## src/rtl/bf_mem_arbiter.sv

```systemverilog
// bf_mem_arbiter
// Shares one byte-wide memory port between an instruction-fetch port and a
// data port. All three ports use a four-phase req/ack handshake. When both
// ports ask at once, the port that was not granted last time wins. The data
// port is mapped into unified memory at offset d_base.
module bf_mem_arbiter #(
  parameter int i_addr_width = 16,
  parameter int d_addr_width = 8,
  parameter int m_addr_width = 16,
  parameter logic [m_addr_width-1:0] d_base = 16'h8000
) (
  input  logic                    clk,
  input  logic                    rst,
  input  logic                    i_req,
  input  logic [i_addr_width-1:0] i_addr,
  output logic                    i_ack,
  output logic [7:0]              i_rdata,
  input  logic                    d_req,
  input  logic                    d_dir,
  input  logic [d_addr_width-1:0] d_addr,
  input  logic [7:0]              d_wdata,
  output logic                    d_ack,
  output logic [7:0]              d_rdata,
  output logic                    m_req,
  output logic                    m_dir,
  output logic [m_addr_width-1:0] m_addr,
  output logic [7:0]              m_wdata,
  input  logic                    m_ack,
  input  logic [7:0]              m_rdata,
  output logic                    grant_d
);

  typedef enum logic [1:0] {IDLE, ISSUE, RESP, DRAIN} state_t;

  state_t                  state, state_nx;
  logic                    last_d, last_d_nx;
  logic                    m_req_nx, m_dir_nx, i_ack_nx, d_ack_nx, grant_d_nx;
  logic [m_addr_width-1:0] m_addr_nx;
  logic [7:0]              m_wdata_nx, i_rdata_nx, d_rdata_nx;
  logic                    win_d;
  logic                    gnt_req;

  // Next-state and next-output logic; every register holds its value unless a
  // state transition says otherwise, so outputs only change on clock edges.
  always_comb begin
    state_nx   = state;
    last_d_nx  = last_d;
    m_req_nx   = m_req;
    m_dir_nx   = m_dir;
    m_addr_nx  = m_addr;
    m_wdata_nx = m_wdata;
    i_ack_nx   = i_ack;
    d_ack_nx   = d_ack;
    i_rdata_nx = i_rdata;
    d_rdata_nx = d_rdata;
    grant_d_nx = grant_d;
    // Data wins if it is the only requester, or on a tie when instruction had the last grant.
    win_d      = d_req && (!i_req || !last_d);
    gnt_req    = grant_d ? d_req : i_req;
    case (state)
      IDLE: begin
        // A lingering m_ack from an abandoned transaction blocks new issues.
        if (!m_ack && (i_req || d_req)) begin
          state_nx   = ISSUE;
          m_req_nx   = 1'b1;
          grant_d_nx = win_d;
          last_d_nx  = win_d;
          if (win_d) begin
            m_dir_nx   = d_dir;
            m_addr_nx  = d_base + m_addr_width'(d_addr);
            m_wdata_nx = d_wdata;
          end else begin
            m_dir_nx  = 1'b0;
            m_addr_nx = m_addr_width'(i_addr);
          end
        end
      end
      ISSUE: begin
        if (m_ack) begin
          if (gnt_req) begin
            state_nx = RESP;
            if (grant_d) begin
              d_ack_nx = 1'b1;
              if (!m_dir) d_rdata_nx = m_rdata;
            end else begin
              i_ack_nx   = 1'b1;
              i_rdata_nx = m_rdata;
            end
          end else begin
            // Requester gave up early: finish the memory cycle without acking.
            state_nx = DRAIN;
            m_req_nx = 1'b0;
          end
        end
      end
      RESP: begin
        if (!gnt_req) begin
          state_nx = DRAIN;
          m_req_nx = 1'b0;
          i_ack_nx = 1'b0;
          d_ack_nx = 1'b0;
        end
      end
      DRAIN: begin
        if (!m_ack) state_nx = IDLE;
      end
      default: state_nx = IDLE;
    endcase
  end

  // State and output registers with synchronous reset; last grant resets to
  // data so the instruction port wins the first tie.
  always_ff @(posedge clk) begin
    if (rst) begin
      state   <= IDLE;
      last_d  <= 1'b1;
      m_req   <= 1'b0;
      m_dir   <= 1'b0;
      m_addr  <= '0;
      m_wdata <= '0;
      i_ack   <= 1'b0;
      d_ack   <= 1'b0;
      i_rdata <= '0;
      d_rdata <= '0;
      grant_d <= 1'b0;
    end else begin
      state   <= state_nx;
      last_d  <= last_d_nx;
      m_req   <= m_req_nx;
      m_dir   <= m_dir_nx;
      m_addr  <= m_addr_nx;
      m_wdata <= m_wdata_nx;
      i_ack   <= i_ack_nx;
      d_ack   <= d_ack_nx;
      i_rdata <= i_rdata_nx;
      d_rdata <= d_rdata_nx;
      grant_d <= grant_d_nx;
    end
  end

endmodule
```

## config.mk

```make
export PLATFORM = sky130hd
export DESIGN_NAME = bf_mem_arbiter
export DESIGN_NICKNAME = d
export VERILOG_FILES = /design/src/rtl/bf_mem_arbiter.sv
export SDC_FILE = /design/constraint.sdc
export NUM_CORES = 1
export LEC_CHECK = 0
export CAP_MARGIN = 20
export CORE_UTILIZATION = 53
export DETAILED_ROUTE_END_ITERATION = 8
export DONT_BUFFER_PORTS = 1
export GPL_TIMING_DRIVEN = 0
export PLACE_DENSITY_LB_ADDON = 0.08
export SLEW_MARGIN = 15
export SYNTH_ARGS = -nofsm -noshare
export SYNTH_HDL_FRONTEND = slang
export SYNTH_SLANG_ARGS = --single-unit
```

## constraint.sdc

```tcl
create_clock -name clk -period 2.1 [get_ports clk]
set_clock_uncertainty 0.05 [all_clocks]
set_input_delay 0.315 -clock clk [delete_from_list [all_inputs] [get_ports clk]]
set_output_delay 0.315 -clock clk [all_outputs]
set_load 0.005 [all_outputs]
```

==> impl_results.md <==
* CTS tree: yes
* Reg power frac at 47.9%
* Util after Layout at 59.74%
* Final Hold Fails at 0
* WS Path Type: flip-flop to flip-flop
* Die Height at 64.15 um
* CP max FO at 10
* CTS Buf Count at 5
* Setup Fix Bufs, Post-CTS at 0
* Yosys warns at 0
* Layout fillers at 327
* Row cnt at 22
* Largest net degree at the start of global routing at 16
* Synth Instances at 225
* Fmax at 0.5318 GHz
* Initial antenna violation count at 0
* Dpl cells at 273
* Pre-antenna DRT Iters at 4
* Crit share post-route at 89.55%
* Sw Ratio at 34.05%
* Syn Nets at 276
* Core box area at 3689 um2
* Unrepaired setup endpoints after global routing: no
* CTS Buffer Depth at 2
* Final setup vio count at 0
* Min cycle time layout at 1.880 ns
* Post-Syn Area per Cell at 9.098 um2
* GRT Resource Usage Total at 21.18%
* Register Area at 960.9 um2
* Drc violations at 0
* First-pass GRT wire length at 6741 um
* IO Port Bufs at 0
* Die Span X at 64.15 um
* Routability congestion estimate at 0.8557
* Final std cells w/o fill at 281
* Synth top area cells: dfxtp_1 (47%), mux2i_1 (8.8%), nand2_1 (7.5%)
* CP Capture Type: flip-flop
* Cell leakage power at 0.7715 nW
* Most common cell after layout, fill and taps aside: dfxtp_1
* Vias at 1,665
* Boundary pin count at 91
* Starting Density at 55.50%
* PwrDens at 1083 nW/um2
* Ant diodes at 0
* Layout net count at 283
* Synth top area share at 46.94%
* Synthesis-to-finish area growth at 7.640%
* Initial DRC count at 57
* Worst Path Required at 2.24 ns
* Clock network fraction of total power at 23.7%
* Mapped Area at 2047 um2
* Post-synth top flop: dfxtp_1
* Post-Route WL at 4365 um
* Proportion of layout cells with a drive suffix above 1 at 12.88%
* Worst-path clk slew at 0.08 ns
* Setup TNS at 0 ns
* Combinational cell fraction of total power at 28.4%
* Peak VDD IR at 0.0007650 V
* Post-synthesis register bit count at 48
* Sequential area share after synthesis at 46.94%
* Area leader, netlist: dfxtp_1
* Overflow after GRT at 0
* Post-DRT Antenna Nets at 0
* Type of the tightest min-delay check: primary input to flip-flop
* Clk sink count at 48
* Htree depth at 2
* Critical path startpoint category: flip-flop
* Clock root cell: clkbuf_8
* Die area at 4115 um2
* Max Cap Viol at 0
* Slew @ Worst Pin at 0.5295 ns
* Post-CTS resize count at 0
* Int Power at 0.001574 W
* Status: finished, final reports clean
* Net Sw Power at 0.0008126 W
* Critical Path AT at 2.02 ns
* Slew headroom at 64.59%
* Post-synth EDFFs at 0
* Routed WL per cell at 15.53 um
* Multi-input gate area at 1021 um2
* Share of flip-flops with an asynchronous set or reset at 0%
* Vias in the first global route at 1,581
* Cts hold-fix bufs at 0
* Most frequent cells in the layout: dfxtp_1 (48), nand2_1 (41), nor2_1 (29)
* DP Wirelength at 3316 um
* Max-slew violations at 0
* Power Total at 0.002387 W
* Worst skew pair latency at 0.30 ns
* Vias/cell at 5.925
* Distinct cells, synth at 37
[area by class of cell]
class	instances	area share [%]
multi-input cells	163	46.34
flip-flops and latches	48	43.61
clock buffers	6	3.748
well taps	48	2.726
plain buffers	11	2.442
clock inverters	2	0.6246
inverters	3	0.5111
[cells in the mapped netlist, types with 2 or more instances]
library cell   n
o21ai_0        3
a21oi_1       22
dfxtp_1       48
nor3_1         2
nand2b_1       2
buf_2          4
inv_1          3
a211oi_1       3
ha_1           5
a211oi_2       7
nand2_1       41
mux2i_1       18
nand4_1        2
nor2b_1        2
o21a_1         2
clkbuf_1       5
a22oi_1        8
nor2_1        29
[metrics by stage]
stage          worst slack (ns)  area (um2)  hold slack, ns
2_1_floorplan            0.5191        2047          0.3854
3_3_place_gp             0.3246        2107          0.4025
3_5_place_dp             0.2586        2107          0.4081
4_1_cts                  0.2170        2203         0.07768
5_1_grt                 0.04564        2203         0.07518
6_report                 0.2195        2203         0.08899
[power groups by stage]
stage	clock network (W)	registers (W)	logic (W)
finish	0.000566	0.00114	0.000678
global route	0.000622	0.00116	0.000754
CTS	0.000584	0.00114	0.000674
detailed placement	0	0.00116	0.000667
global placement	0	0.00116	0.000636
floorplan	0	0.00114	0.000551
[layer usage]
layer	global-route usage (%)	part of all wire (%)
met1	22.70	40
met2	38.03	49
met3	8.214	10
met4	6.667	0.87
met5	0	0
[worst max-delay path, cell delays in order (launching register included)]
cell and delay [ns]:
dfxtp_1 0.37, inv_1 0.12, ha_1 0.33, nor2b_1 0.25, o21ai_0 0.15, buf_2 0.22
a22oi_1 0.22, nor2_1 0.06
[cells by family after synthesis]
kind of cell | Yosys count | share of synthesized area, %
buf+inv | 14 | 3.178
simple gates | 88 | 19.56
compound gates | 51 | 17.91
flops | 48 | 46.94
mux | 19 | 9.352
fa+ha+maj | 5 | 3.056
[state kept, by name, indices dropped and copies added (netlist names)]
signal,flops
m_addr,16
d_rdata,8
i_rdata,8
m_wdata,8
state,2
d_ack,1
grant_d,1
i_ack,1
last_d,1
m_dir,1
m_req,1
[path summary, 6_finish.rpt]
kind | from | slack [ns] | depth (start not counted) | endpoint
worst max-delay path | state[0] | 0.22 | 7 | m_addr[13]
worst min-delay path | m_rdata[3] | 0.09 | 2 | i_rdata[3]
worst max register to register | state[0] | 0.22 | 7 | m_addr[13]
worst min register to register | i_rdata[3] | 0.43 | 2 | i_rdata[3]
No activity file was read; power rests on OpenSTA's default activity.
